===== config.mk =====
export PLATFORM = sky130hd
export DESIGN_NAME = vga_timing_gen_flat
export DESIGN_NICKNAME = d
export VERILOG_FILES = /design/src/rtl/vga_timing_if.sv /design/src/rtl/vga_timing_gen.sv /design/src/flat_wrapper.sv
export SDC_FILE = /design/constraint.sdc
export NUM_CORES = 1
export LEC_CHECK = 0
export ABC_AREA = 1
export ABC_CLOCK_PERIOD_IN_PS = 1600
export BUFFER_PORTS_ARGS = -buffer_cell sky130_fd_sc_hd__clkbuf_2
export CAP_MARGIN = 20
export CORE_AREA = 2 2 73 75
export CTS_BUF_LIST = sky130_fd_sc_hd__clkbuf_8
export DETAILED_ROUTE_END_ITERATION = 8
export DIE_AREA = 0 0 75 77
export SLEW_MARGIN = 40
export SYNTH_ARGS = -nofsm -noshare
export SYNTH_HDL_FRONTEND = slang
export SYNTH_SLANG_ARGS = --single-unit

===== constraint.sdc =====
create_clock -name clk -period 1.6 [get_ports clk]
set_clock_uncertainty 0.2 [all_clocks]
set_input_delay 0.24 -clock clk [delete_from_list [all_inputs] [get_ports clk]]
set_output_delay 0.24 -clock clk [all_outputs]
set_load 0.01 [all_outputs]

===== src/rtl/vga_timing_if.sv =====
// ----------------------------------------------------------------------------
// vga_timing_if
//   Bundles every signal of the VGA timing generator except clk/reset.
//   The timing generator owns the master modport; the pixel generator and
//   the connector side together form the slave.
//
//   Signal summary (master direction):
//     p_tick      out  1   one-clk pixel-rate enable
//     x, y        out  10  current pixel coordinates
//     video_on    out  1   current (x,y) lies inside the active area
//     frame_start out  1   one-clk pulse when the counters wrap to (0,0)
//     hsync       out  1   horizontal sync to connector, active-low
//     vsync       out  1   vertical sync to connector, active-low
//     rgb_out     out  12  colour to the DAC, zero while blanked
//     rgb_in      in   12  colour from the pixel generator for (x,y)
//
//   Handshake: there is no backpressure. p_tick is a pure enable; the
//   slave presents rgb_in for the current (x,y) and it is sampled only on
//   clk edges where p_tick is high.
// ----------------------------------------------------------------------------
interface vga_timing_if;
    logic        p_tick;
    logic [9:0]  x;
    logic [9:0]  y;
    logic        video_on;
    logic        frame_start;
    logic        hsync;
    logic        vsync;
    logic [11:0] rgb_out;
    logic [11:0] rgb_in;

    modport master (
        output p_tick,
        output x,
        output y,
        output video_on,
        output frame_start,
        output hsync,
        output vsync,
        output rgb_out,
        input  rgb_in
    );

    modport slave (
        input  p_tick,
        input  x,
        input  y,
        input  video_on,
        input  frame_start,
        input  hsync,
        input  vsync,
        input  rgb_out,
        output rgb_in
    );
endinterface


===== src/rtl/vga_timing_gen.sv =====
// ----------------------------------------------------------------------------
// vga_timing_gen
//   Timing master for the 640x480@60 VGA path. Divides the board clock to a
//   pixel-rate enable, runs the horizontal/vertical counters, presents the
//   pixel coordinates and video_on to the pixel generator, and drives the
//   registered hsync/vsync/rgb_out to the connector.
//
//   Ports:
//     clk    in   system clock (100 MHz by default)
//     reset  in   asynchronous, active-high
//     vga    master modport of vga_timing_if (see that file for signals)
//
//   Pipeline:
//     stage 0  divider -> p_tick, x/y counters, video_on (comb from x/y)
//     stage 1  hsync/vsync/rgb_out captured from stage 0 on the same p_tick
//              edge that advances the counters, so the connector signals lag
//              x/y/video_on by exactly one pixel period and stay aligned
//              with each other.
//
//   Parameters must keep H_TOTAL and V_TOTAL within 1024 counts; CLK_DIV
//   must be at least 2.
// ----------------------------------------------------------------------------
module vga_timing_gen #(
    parameter int CLK_DIV   = 4,
    parameter int H_DISPLAY = 640,
    parameter int H_FRONT   = 16,
    parameter int H_SYNC    = 96,
    parameter int H_BACK    = 48,
    parameter int V_DISPLAY = 480,
    parameter int V_FRONT   = 10,
    parameter int V_SYNC    = 2,
    parameter int V_BACK    = 33
) (
    input  logic         clk,
    input  logic         reset,
    vga_timing_if.master vga
);

    // ------------------------------------------------------------------------
    // Derived constants
    // ------------------------------------------------------------------------
    localparam int H_TOTAL = H_DISPLAY + H_FRONT + H_SYNC + H_BACK;
    localparam int V_TOTAL = V_DISPLAY + V_FRONT + V_SYNC + V_BACK;

    localparam int              DIV_W    = $clog2(CLK_DIV);
    localparam logic [DIV_W-1:0] DIV_LAST = DIV_W'(CLK_DIV - 1);

    localparam logic [9:0] X_LAST    = 10'(H_TOTAL - 1);
    localparam logic [9:0] Y_LAST    = 10'(V_TOTAL - 1);
    localparam logic [9:0] X_ACTIVE  = 10'(H_DISPLAY);
    localparam logic [9:0] Y_ACTIVE  = 10'(V_DISPLAY);
    localparam logic [9:0] HS_FIRST  = 10'(H_DISPLAY + H_FRONT);
    localparam logic [9:0] HS_LAST   = 10'(H_DISPLAY + H_FRONT + H_SYNC - 1);
    localparam logic [9:0] VS_FIRST  = 10'(V_DISPLAY + V_FRONT);
    localparam logic [9:0] VS_LAST   = 10'(V_DISPLAY + V_FRONT + V_SYNC - 1);

    // ------------------------------------------------------------------------
    // State
    // ------------------------------------------------------------------------
    logic [DIV_W-1:0] r_div;
    logic             r_p_tick;
    logic [9:0]       r_x;
    logic [9:0]       r_y;
    logic             r_frame_start;
    logic             r_hsync;
    logic             r_vsync;
    logic [11:0]      r_rgb;

    // ------------------------------------------------------------------------
    // Combinational helpers
    // ------------------------------------------------------------------------
    logic       w_x_last;
    logic       w_y_last;
    logic [9:0] w_x_next;
    logic [9:0] w_y_next;
    logic       w_video_on;
    logic       w_hsync_zone;
    logic       w_vsync_zone;

    always_comb begin
        w_x_last     = (r_x == X_LAST);
        w_y_last     = (r_y == Y_LAST);
        w_x_next     = r_x + 10'd1;
        w_y_next     = r_y;
        if (w_x_last) begin
            w_x_next = 10'd0;
            w_y_next = w_y_last ? 10'd0 : (r_y + 10'd1);
        end
        w_video_on   = (r_x < X_ACTIVE) && (r_y < Y_ACTIVE);
        w_hsync_zone = (r_x >= HS_FIRST) && (r_x <= HS_LAST);
        w_vsync_zone = (r_y >= VS_FIRST) && (r_y <= VS_LAST);
    end

    // ------------------------------------------------------------------------
    // Clock divider: p_tick is registered, so it rises on the edge after the
    // divider reads its last value -- the first pulse follows clk edge
    // CLK_DIV after reset release, then one every CLK_DIV clks.
    // ------------------------------------------------------------------------
    always_ff @(posedge clk or posedge reset) begin
        if (reset) begin
            r_div    <= '0;
            r_p_tick <= 1'b0;
        end else if (r_div == DIV_LAST) begin
            r_div    <= '0;
            r_p_tick <= 1'b1;
        end else begin
            r_div    <= r_div + 1'b1;
            r_p_tick <= 1'b0;
        end
    end

    // ------------------------------------------------------------------------
    // Stage 0: pixel counters. frame_start is raised by the same edge that
    // wraps the counters, so it is high exactly while x/y first read (0,0).
    // ------------------------------------------------------------------------
    always_ff @(posedge clk or posedge reset) begin
        if (reset) begin
            r_x           <= 10'd0;
            r_y           <= 10'd0;
            r_frame_start <= 1'b0;
        end else if (r_p_tick) begin
            r_x           <= w_x_next;
            r_y           <= w_y_next;
            r_frame_start <= w_x_last && w_y_last;
        end else begin
            r_frame_start <= 1'b0;
        end
    end

    // ------------------------------------------------------------------------
    // Stage 1: connector outputs. They capture the stage-0 values present
    // before the counters move, which gives the one-pixel lag. rgb_in is
    // looked at only on p_tick edges, so mid-pixel changes never leak out.
    // ------------------------------------------------------------------------
    always_ff @(posedge clk or posedge reset) begin
        if (reset) begin
            r_hsync <= 1'b1;
            r_vsync <= 1'b1;
            r_rgb   <= 12'h000;
        end else if (r_p_tick) begin
            r_hsync <= ~w_hsync_zone;
            r_vsync <= ~w_vsync_zone;
            r_rgb   <= w_video_on ? vga.rgb_in : 12'h000;
        end
    end

    // ------------------------------------------------------------------------
    // Outputs
    // ------------------------------------------------------------------------
    assign vga.p_tick      = r_p_tick;
    assign vga.x           = r_x;
    assign vga.y           = r_y;
    assign vga.video_on    = w_video_on;
    assign vga.frame_start = r_frame_start;
    assign vga.hsync       = r_hsync;
    assign vga.vsync       = r_vsync;
    assign vga.rgb_out     = r_rgb;

endmodule


===== src/flat_wrapper.sv =====
// flat-port wrapper written by rule: the top's interface ports become plain ports
module vga_timing_gen_flat 
#(
    parameter int CLK_DIV   = 4,
    parameter int H_DISPLAY = 640,
    parameter int H_FRONT   = 16,
    parameter int H_SYNC    = 96,
    parameter int H_BACK    = 48,
    parameter int V_DISPLAY = 480,
    parameter int V_FRONT   = 10,
    parameter int V_SYNC    = 2,
    parameter int V_BACK    = 33
)
  (clk, reset, vga_p_tick, vga_x, vga_y, vga_video_on, vga_frame_start, vga_hsync, vga_vsync, vga_rgb_out, vga_rgb_in);
  vga_timing_if vga_i ();
  input  logic clk;
  input  logic reset;
  output wire logic [$bits(vga_i.p_tick)-1:0] vga_p_tick;
  output wire logic [$bits(vga_i.x)-1:0] vga_x;
  output wire logic [$bits(vga_i.y)-1:0] vga_y;
  output wire logic [$bits(vga_i.video_on)-1:0] vga_video_on;
  output wire logic [$bits(vga_i.frame_start)-1:0] vga_frame_start;
  output wire logic [$bits(vga_i.hsync)-1:0] vga_hsync;
  output wire logic [$bits(vga_i.vsync)-1:0] vga_vsync;
  output wire logic [$bits(vga_i.rgb_out)-1:0] vga_rgb_out;
  input wire logic [$bits(vga_i.rgb_in)-1:0] vga_rgb_in;
  assign vga_p_tick = vga_i.p_tick;
  assign vga_x = vga_i.x;
  assign vga_y = vga_i.y;
  assign vga_video_on = vga_i.video_on;
  assign vga_frame_start = vga_i.frame_start;
  assign vga_hsync = vga_i.hsync;
  assign vga_vsync = vga_i.vsync;
  assign vga_rgb_out = vga_i.rgb_out;
  assign vga_i.rgb_in = vga_rgb_in;
  vga_timing_gen #(.CLK_DIV(CLK_DIV), .H_DISPLAY(H_DISPLAY), .H_FRONT(H_FRONT), .H_SYNC(H_SYNC), .H_BACK(H_BACK), .V_DISPLAY(V_DISPLAY), .V_FRONT(V_FRONT), .V_SYNC(V_SYNC), .V_BACK(V_BACK)) u_core (.clk(clk), .reset(reset), .vga(vga_i));
endmodule

==> metrics.md <==
| Metric | Value |
|---|---|
| Post-route ant nets | `0` |
| Final worst slack | `-127.0 ps` |
| GPL Wtd Cong | `0.7969` |
| Clock Root Buffer | `clkbuf_8` |
| Crit Path Max Fanout | `4` |
| I/O pin cnt | `51` |
| Vias in the first global route | `1,717` |
| Worst setup EP type | `output port` |
| Yosys top cell by area | `dfrtp_1` |
| WP data required | `1160 ps` |
| Measured slew at the worst slew-check pin | `243.5 ps` |
| GR Util All Layers | `17.26%` |
| Area of the multi-input gates | `955.9 µm²` |
| Largest net degree at the start of global routing | `39` |
| Peak supply drop | `0.4822 mV` |
| Met1 Track Usage GR | `22.76%` |
| RSZ-0062 raised after global routing | `yes` |
| Syn_nets | `260` |
| Average footprint of a synthesized cell | `8.008 µm²` |
| Max_cap viols | `0` |
| Cells after Synth | `240` |
| Die height | `77 µm` |
| Leak | `1.505 nW` |
| Synth Register Bits | `38` |
| Period Utilization, post-route | `107.9%` |
| Placed cell areas | `2425 µm²` |
| 1st-iter DRT viols | `88` |
| WL final | `4893 µm` |
| WS Path Type | `flip-flop to output port` |
| Synth Cell Area | `1922 µm²` |
| CP max-delay cell | `dfrtp_1` |
| Max H-tree Level | `2` |
| Syn. warnings | `0` |
| Reg clk slew, reported paths | `80 ps` |
| Number of inserted diodes | `0` |
| Relative slew slack | `83.77%` |
| Status | `finished, violations left` |
| GR Layer Usage met3 | `4.336%` |
| Final-report max-slew violation count | `0` |
| Wire per inst | `11.99 µm` |
| Rows | `26` |
| CP most frequent cell | `nand2_1` |
| Hold Slack | `230.7 ps` |
| Sequential-to-total area share from yosys stat | `49.61%` |
| Layout Nets | `357` |
| Setup TNS | `-383.2 ps` |
| Final setup viols | `10` |
| Die ar. | `5775 µm²` |
| Met2 global-route usage | `27.81%` |
| CTS buffer count | `5` |
| Area added between synthesis and finish | `49.74%` |
| IO Port Bufs | `50` |
| Fin crit period | `1727 ps` |
| Post-route DRC | `0` |
| Initial antenna violation count | `0` |
| Sequential cell area | `955.9 µm²` |
| Critical Path AT | `1290 ps` |
| Gr ovfl total | `0` |
| Violated checks | `negative setup slack` |
| Setup WS pre-CTS | `-47.19 ps` |
| First-pass GRT wire length | `7728 µm` |
| Via-per-instance ratio | `4.549` |
| Largest cells by area after synthesis | `dfrtp_1 47%, nand2_1 11%, nor2_1 6.4%, inv_1 6.1%, o21ai_0 4.7%` |
| Clock Sinks | `38` |
| Bufs and invs on worst path | `3` |
| Post-DP HPWL | `3315 µm` |
| CP Cell Sequence | `nand2_1, inv_2, nor3_2, nand2_1, inv_1, buf_2` |
| Via count | `1,856` |
| Core area | `4977 µm²` |
| Clk buf depth | `2` |
| Cell variety after synth | `22` |
| Most Crowded Layer GR | `met2` |
| Top-area cell type share of the netlist area | `46.88%` |
| Worst-Skew Late Latency | `290 ps` |
| Die X | `75 µm` |
| Initial core utilization | `38.61%` |
| CTS tree | `built` |
| Final hold violation count | `0` |
| Final Instance Area | `2878 µm²` |
| Hold Crit Class | `flip-flop to flip-flop` |
| Total chip power | `1.883 mW` |
| Pwr Density | `654.2 nW/µm²` |
| Drt pass-1 iters | `4` |
| Layout cells sized above 1 | `37.57%` |
| Layout fillers | `489` |
| Fmax | `579.0 MHz` |
| CP peak stage delay | `420 ps` |
| CP startpoint kind | `flip-flop` |
| Worst path top cell family by delay | `flip-flops` |
Yosys cell counts, drive strengths merged:
master / number
nand2: 59
dfrtp: 36
nor2: 35
inv: 31
o21ai: 18
nand3: 14
a21oi: 11
nor3: 8
ha: 6
xor2: 6
nand4: 5
clkbuf: 4
dfstp: 2
and2: 1
buf: 1
nand3b: 1
nor3b: 1
o21bai: 1
kinds of logic after synthesis:
family / after synthesis / synth area share [%]
XOR/XNOR: 6 / 2.734
adder cells (fa/ha/maj): 6 / 3.906
buffers and inverters: 36 / 7.487
flip-flops: 38 / 49.61
AO/OA/AOI/OAI: 30 / 7.943
AND/OR/NAND/NOR: 124 / 28.32
power breakdown:
| group | switching (mW) | internal (mW) | leakage [nW] | total [mW] |
|---|---|---|---|---|
| registers | 0.00764 | 0.975 | 0.478 | 0.983 |
| clock network | 0.338 | 0.459 | 0.0579 | 0.797 |
| logic | 0.0485 | 0.0542 | 0.969 | 0.103 |
| total | 0.394 | 1.49 | 1.51 | 1.88 |
state kept, by name (all words and copies together) (netlist names):
register and flops:
u_core.vga.p_tick 1, u_core.vga.y 10, u_core.vga.vsync 1, u_core.vga.x 10
u_core.vga.frame_start 1, u_core.vga.hsync 1, u_core.vga.rgb_out 12, u_core.r_div 2
per-layer routing:
| layer | part of all wire [%] | vias up |
|---|---|---|
| met1 | 44 | 850 |
| li1 | - | 953 |
| met3 | 5.1 | 5 |
| met2 | 49 | 48 |
| met4 | 1.0 | 0 |
| met5 | 0 | - |
final timing paths:
path                                              from                                 to  slack (ps)  cells past startpoint
max in group asynchronous                        reset       u_core.vga.vsync$_DFFE_PP1P_         610                      4
min reg2reg                  u_core.r_div[0]$_DFF_PP0_          u_core.r_div[0]$_DFF_PP0_         230                      1
min                          u_core.r_div[0]$_DFF_PP0_          u_core.r_div[0]$_DFF_PP0_         230                      1
max                        u_core.vga.x[9]$_DFFE_PP0P_                       vga_video_on        -130                      6
max reg2reg                u_core.vga.x[1]$_DFFE_PP0P_        u_core.vga.y[1]$_DFFE_PP0P_         -60                      8
min in group asynchronous                        reset  u_core.vga.rgb_out[7]$_DFFE_PP0P_         340                      4
cells in the final DEF, fill, tap and decap left out, types with 6 or more instances in the layout:
master / netlist / routed
nor2_1: 33 / 25
o21ai_1: 0 / 10
o21ai_0: 18 / 7
xor2_1: 6 / 6
clkbuf_2: 1 / 49
nor2_2: 0 / 7
dlygate4sd3_1: 0 / 13
dfrtp_1: 36 / 34
a21oi_1: 11 / 10
nand2_2: 2 / 7
nand2_1: 57 / 50
nand3_1: 14 / 10
buf_4: 0 / 25
inv_1: 31 / 30
through the flow:
step                util, %  instances
floorplan                 -        240
global placement      48.72        376
detailed placement    48.72        376
CTS                   54.75        403
global route          57.82        408
finish                57.82        408
area by class of cell:
class | instances | share of cell area (%)
tap | 70 | 3.043
inverter | 31 | 4.043
clock inverter | 3 | 1.391
sequential | 38 | 33.22
timing repair buffer | 94 | 22.70
multi-input combinational | 167 | 33.22
clock buffer | 5 | 2.391
repair_timing:
item	in CTS	in global routing
gates resized for setup	6	42
hold buffers	10	3
setup buffers	8	4
cloned	1	0
pin swaps	4	17
hold endpoints to repair	45	3
endpoints found under the setup margin	8	24
No activity file was read; power rests on OpenSTA's default activity.
